`config.mk`:
```
export PLATFORM = sky130hd
export DESIGN_NAME = dmem_param
export DESIGN_NICKNAME = d
export VERILOG_FILES = /design/src/rtl/dmem_param.sv
export SDC_FILE = /design/constraint.sdc
export NUM_CORES = 1
export LEC_CHECK = 0
export CAP_MARGIN = 15
export CORE_MARGIN = 2
export CORE_UTILIZATION = 26
export CTS_CLUSTER_DIAMETER = 80
export DETAILED_ROUTE_END_ITERATION = 12
export GPL_ROUTABILITY_DRIVEN = 0
export GPL_TIMING_DRIVEN = 0
export HOLD_SLACK_MARGIN = 0.1
export PLACE_DENSITY = 0.42
export SETUP_SLACK_MARGIN = 0.5
export SLEW_MARGIN = 20
export SYNTH_ARGS = -nofsm -noshare
export SYNTH_HDL_FRONTEND = slang
export SYNTH_SLANG_ARGS = --single-unit
```
`constraint.sdc`:
```
create_clock -name clk -period 2.2 [get_ports clk]
set_input_delay 0.44 -clock clk [delete_from_list [all_inputs] [get_ports clk]]
set_output_delay 0.44 -clock clk [all_outputs]
set_load 0.02 [all_outputs]
```
`src/rtl/dmem_param.sv`:
```
// dmem_param: parametrised single-port data memory with a valid/ready request
// port and a registered one-cycle response. After reset or a soft clear, a
// hardware sweep writes zero to every word before requests are accepted.
// Optional feature: define DMEM_BOUNDS_CHECK_EN to flag out-of-range
// addresses (rsp_err = 1, rsp_rdata = 0, writes dropped). Without it, the
// upper address bits are ignored and the address wraps modulo DEPTH.
//
// state | meaning
// ------+---------------------------------------------------------------
// INIT  | zero-fill sweep in progress, one word per cycle; req_ready = 0
// RUN   | memory usable; requests accepted every cycle

module dmem_param #(
    parameter int DATA_W = 16,
    parameter int DEPTH  = 8,
    parameter int ADDR_W = 16
) (
    input  logic                clk,
    input  logic                rst_n,
    input  logic                clear,
    input  logic                req_valid,
    output logic                req_ready,
    input  logic                req_we,
    input  logic [ADDR_W-1:0]   req_addr,
    input  logic [DATA_W-1:0]   req_wdata,
    input  logic [DATA_W/8-1:0] req_be,
    output logic                rsp_valid,
    output logic [DATA_W-1:0]   rsp_rdata,
    output logic                rsp_err,
    output logic                init_done
);

    localparam int IDX_W = $clog2(DEPTH);
    localparam int LANES = DATA_W / 8;
    localparam logic [IDX_W-1:0] LAST_IDX = IDX_W'(DEPTH - 1);

    typedef enum logic {INIT, RUN} state_t;

    state_t           state, state_nxt;
    logic [IDX_W-1:0] clr_idx, clr_idx_nxt;

    logic [DATA_W-1:0] mem [DEPTH];

    logic [IDX_W-1:0]  idx;
    logic [DATA_W-1:0] rd_word;
    logic [DATA_W-1:0] merged;
    logic              accept;
    logic              addr_oob;
    logic              wr_en;

    assign idx       = req_addr[IDX_W-1:0];
    assign rd_word   = mem[idx];
    assign req_ready = (state == RUN);
    assign init_done = (state == RUN);
    assign accept    = req_valid && req_ready;

`ifdef DMEM_BOUNDS_CHECK_EN
    generate
        if (ADDR_W > IDX_W) begin : g_addr_hi
            assign addr_oob = |req_addr[ADDR_W-1:IDX_W];
        end else begin : g_addr_full
            assign addr_oob = 1'b0;
        end
    endgenerate
`else
    // Upper address bits are intentionally ignored so the address wraps.
    logic unused_addr_hi;
    assign unused_addr_hi = ^req_addr;
    assign addr_oob = 1'b0;
`endif

    assign wr_en = accept && req_we && !addr_oob;

    // Merge write data into the current word lane by lane.
    always_comb begin
        merged = rd_word;
        for (int i = 0; i < LANES; i++) begin
            if (req_be[i]) merged[8*i +: 8] = req_wdata[8*i +: 8];
        end
    end

    // State register and sweep counter.
    always_ff @(posedge clk or negedge rst_n) begin
        if (!rst_n) begin
            state   <= INIT;
            clr_idx <= '0;
        end else begin
            state   <= state_nxt;
            clr_idx <= clr_idx_nxt;
        end
    end

    // Next-state logic: sweep all words, then run until a soft clear.
    always_comb begin
        state_nxt   = state;
        clr_idx_nxt = clr_idx;
        case (state)
            INIT: begin
                if (clear) begin
                    clr_idx_nxt = '0;
                end else if (clr_idx == LAST_IDX) begin
                    state_nxt   = RUN;
                    clr_idx_nxt = '0;
                end else begin
                    clr_idx_nxt = clr_idx + 1'b1;
                end
            end
            RUN: begin
                if (clear) begin
                    state_nxt   = INIT;
                    clr_idx_nxt = '0;
                end
            end
            default: begin
                state_nxt   = INIT;
                clr_idx_nxt = '0;
            end
        endcase
    end

    // Memory array: zero-fill during the sweep, lane writes while running.
    always_ff @(posedge clk) begin
        if (state == INIT) begin
            mem[clr_idx] <= '0;
        end else if (wr_en) begin
            for (int i = 0; i < LANES; i++) begin
                if (req_be[i]) mem[idx][8*i +: 8] <= req_wdata[8*i +: 8];
            end
        end
    end

    // Response strobe and data; data holds between responses.
    always_ff @(posedge clk or negedge rst_n) begin
        if (!rst_n) begin
            rsp_valid <= 1'b0;
            rsp_rdata <= '0;
        end else begin
            rsp_valid <= accept;
            if (accept) begin
                if (addr_oob) rsp_rdata <= '0;
                else          rsp_rdata <= req_we ? merged : rd_word;
            end
        end
    end

`ifdef DMEM_BOUNDS_CHECK_EN
    // Error flag follows each accepted request's range check.
    always_ff @(posedge clk or negedge rst_n) begin
        if (!rst_n)      rsp_err <= 1'b0;
        else if (accept) rsp_err <= addr_oob;
    end
`else
    assign rsp_err = 1'b0;
`endif

endmodule

```
==> summary.txt <==
Worst setup path
  • Crit path launch type: flip-flop
  • R2r endpoint: mem[1][13]$_DFFE_PP_
  • Worst reg2reg path startpoint: init_done$_DFF_PN0_
  • CP startpoint: init_done$_DFF_PN0_
  • Slowest stage delay, CP: 0.39 ns
  • CP max stage cell: dfrtp_1
  • Worst Path Buf+Inv: 2
  • Worst-path cell chain: buf_6, o2111a_2, buf_12, mux2i_4, nor2_4
  • Stages on worst setup path: 5
  • Setup crit end: mem[1][13]$_DFFE_PP_
  • Reg2reg setup slack: 0.42 ns
  • Crit path kind: flip-flop to flip-flop
  • R2R depth: 5
  • CP arrival: 1.86 ns
  • Data required, critical path: 2.28 ns
  • Worst Path Max Fanout: 8
  • Largest delay share family, worst path: flip-flops
  • Crit. End Element: flip-flop

Timing
  • Hold WS: 0.489 ns
  • Final slew viol count: 0
  • Final Hold Viols: 0
  • Crit share post-route: 80.7%
  • Min cycle time layout: 1.78 ns
  • RSZ-0062 raised after global routing: true
  • Fmax: 563 MHz
  • Final WS setup: 0.424 ns
  • Clock skew: 0.00692 ns
  • Endpoints failing setup: 0

Global routing
  • Number of global-route vias before repair: 4050
  • Gr ovfl total: 0
  • First-pass GRT wire length: 25.6 mm
  • Largest net degree at the start of global routing: 22
  • Initial antenna violation count: 0
  • Total track usage: 13.9%

CTS
  • CTS tree: yes
  • H-tree Lvls: 4
  • CTS buffer count: 17
  • Worst skew pair latency: 0.42 ns
  • Clock Pin Slew Worst Setup and Hold Paths: 0.06 ns
  • Clk Tree Root Cell: clkbuf_16
  • Clk sinks: 149
  • CTS Buffer Depth: 2

Finish
  • Ant diodes: 0
  • Share of post-route cells with drive strength above 1: 40.9%
  • Most common cell after layout, fill and taps aside: edfxtp_1
  • Most frequent cells in the layout: 128 x edfxtp_1, 50 x mux2_2, 23 x dlygate4sd2_1
  • Final #Nets: 519
  • Area grow syn2layout: 34.2%
  • FILL cells: 2269

Flow run
  • Max-cap viol count: 0

Synth
  • Syn nets: 429
  • Mapped Cells: 388
  • Post-Syn Area: 6300 µm²
  • Yosys Warn Count: 0
  • FF+latch count, synth: 149
  • Avg Inst Size Synth: 16.2 µm²
  • Register area share after synthesis: 69.3%
  • Netlist cell types: 29

Die
  • Die Wd: 160 µm
  • Chip height: 160 µm
  • Initial Utilization: 26.7%
  • # rows: 56
  • Die Footprint: 25500 µm²
  • Ports: 59
  • CORE AREA: 23600 µm²

Routing
  • Initial DRC Count: 265
  • Antenna-violating nets left: 0
  • Vias: 3832
  • Wire length per cell: 21.1 µm
  • Vias per cell: 4.73
  • Total Wirelength: 17.1 mm
  • Detailed Routing Iterations Pass 1: 5
  • Remaining DRCs: 0

Placement
  • Post-place setup slack: -0.701 ns
  • Port Buf Inserts: 42
  • Hpwl dp: 10.9 mm

Run status
  • Outcome: finished, final reports clean

Pwr
  • PwrDens: 850 nW/µm²
  • Static Leak: 2.94 nW
  • Max rail drop VDD: 459 µV

Worst hold path
  • Min-Delay Path Class: primary input to asynchronous set/reset pin
-- cells in the mapped netlist --
library cell | count | share of area (%)
edfxtp_1 | 128 | 61
mux2_2 | 54 | 9.6
nor2_1 | 22 | 1.3
dfrtp_1 | 21 | 8.3
and2_1 | 19 | 1.9
a21oi_1 | 17 | 1.3
a211oi_1 | 16 | 1.9
a222oi_1 | 16 | 2.5
o22ai_1 | 16 | 1.6
mux2_4 | 14 | 3.3
buf_2 | 13 | 1.0
clkbuf_1 | 7 | 0.42
mux2i_1 | 6 | 0.95
nand3b_1 | 6 | 0.71
nor3b_1 | 6 | 0.71
buf_4 | 5 | 0.60
buf_6 | 4 | 0.71
nor3_1 | 3 | 0.24
a21boi_1 | 2 | 0.24
ha_1 | 2 | 0.40
nand3_1 | 2 | 0.16
nand4_1 | 2 | 0.20
buf_1 | 1 | 0.059
clkinv_1 | 1 | 0.059
conb_1 | 1 | 0.059
nand2_2 | 1 | 0.099
nor2b_1 | 1 | 0.099
nor2b_4 | 1 | 0.22
o2111a_1 | 1 | 0.18
-- worst min-delay path by stage --
stage	from	endpoint	slack, ns	cells after the start
CTS	rst_n	clr_idx[2]$_DFFE_PN0P_	0.49	3
finish	rst_n	clr_idx[2]$_DFFE_PN0P_	0.49	3
floorplan	rst_n	clr_idx[0]$_DFFE_PN0P_	0.14	0
global placement	rsp_rdata[13]$_DFFE_PN0N_	rsp_rdata[13]$_DFFE_PN0N_	0.57	2
global route	rst_n	clr_idx[2]$_DFFE_PN0P_	0.52	3
detailed placement	rst_n	clr_idx[2]$_DFFE_PN0P_	0.41	2
-- logic make-up after synthesis --
kind of cell | after synthesis | synth area share (%)
compound gates | 68 | 7.80
other cells | 1 | 0.0595
simple gates | 63 | 5.64
flops | 149 | 69.3
fa+ha+maj | 2 | 0.397
mux | 74 | 13.9
buf+inv | 31 | 2.88
-- worst register-to-register path: stages (launching register included) --
cell      delay, ns
dfrtp_1        0.39
buf_6          0.12
o2111a_2       0.22
buf_12         0.18
mux2i_4        0.21
nor2_4         0.31
-- routing by layer --
metal	part of all wire, %	vias up	global-route usage, %
met2	50	87	23.3
met1	46	2008	18.2
met4	1.3	0	4.59
li1	-	1723	-
met5	0	-	0
met3	2.9	14	2.36
-- layout make-up --
type                    count  area (µm²)  share of cell area [%]
flip-flops and latches    149        4370                    51.6
multi-input cells         208        2020                    23.9
repair buffers             71         836                    9.88
clock buffers              20         437                    5.16
well taps                 319         399                    4.72
plain buffers              30         235                    2.78
clock inverters            12         155                    1.83
inverters                   1        8.76                   0.103
-- metrics by stage --
stage	cell area, µm²	utilization (%)	power, mW	cells	setup TNS (ns)
2_1_floorplan	6420	-	3.88	388	0
3_3_place_gp	7240	30.7	4.28	749	-90.73
3_5_place_dp	7260	30.7	4.29	750	-92.47
4_1_cts	8400	35.6	7.26	808	0
5_1_grt	8460	35.8	7.44	810	0
6_report	8460	35.8	7.19	810	0
-- power by group --
group | total, mW | internal [mW] | leakage, nW | switching [mW]
Clock | 2.90 | 1.78 | 0.274 | 1.12
Sequential | 3.34 | 3.26 | 1.42 | 0.0722
Combinational | 0.950 | 0.435 | 1.25 | 0.515
-- registers in the layout, indices dropped and copies added (netlist names) --
| register | flops |
|---|---|
| rsp_rdata | 16 |
| rsp_valid | 1 |
| mem | 128 |
| clr_idx | 3 |
| init_done | 1 |
-- what timing repair did --
item,4_1_cts,5_1_grt
pin swaps,21,13
hold buffers,1,0
setup buffers,24,2
endpoints found under the setup margin,243,252
gates resized for setup,70,21
hold endpoints to repair,21,0
gates cloned,1,0
Power figures use the tool's default switching activity.
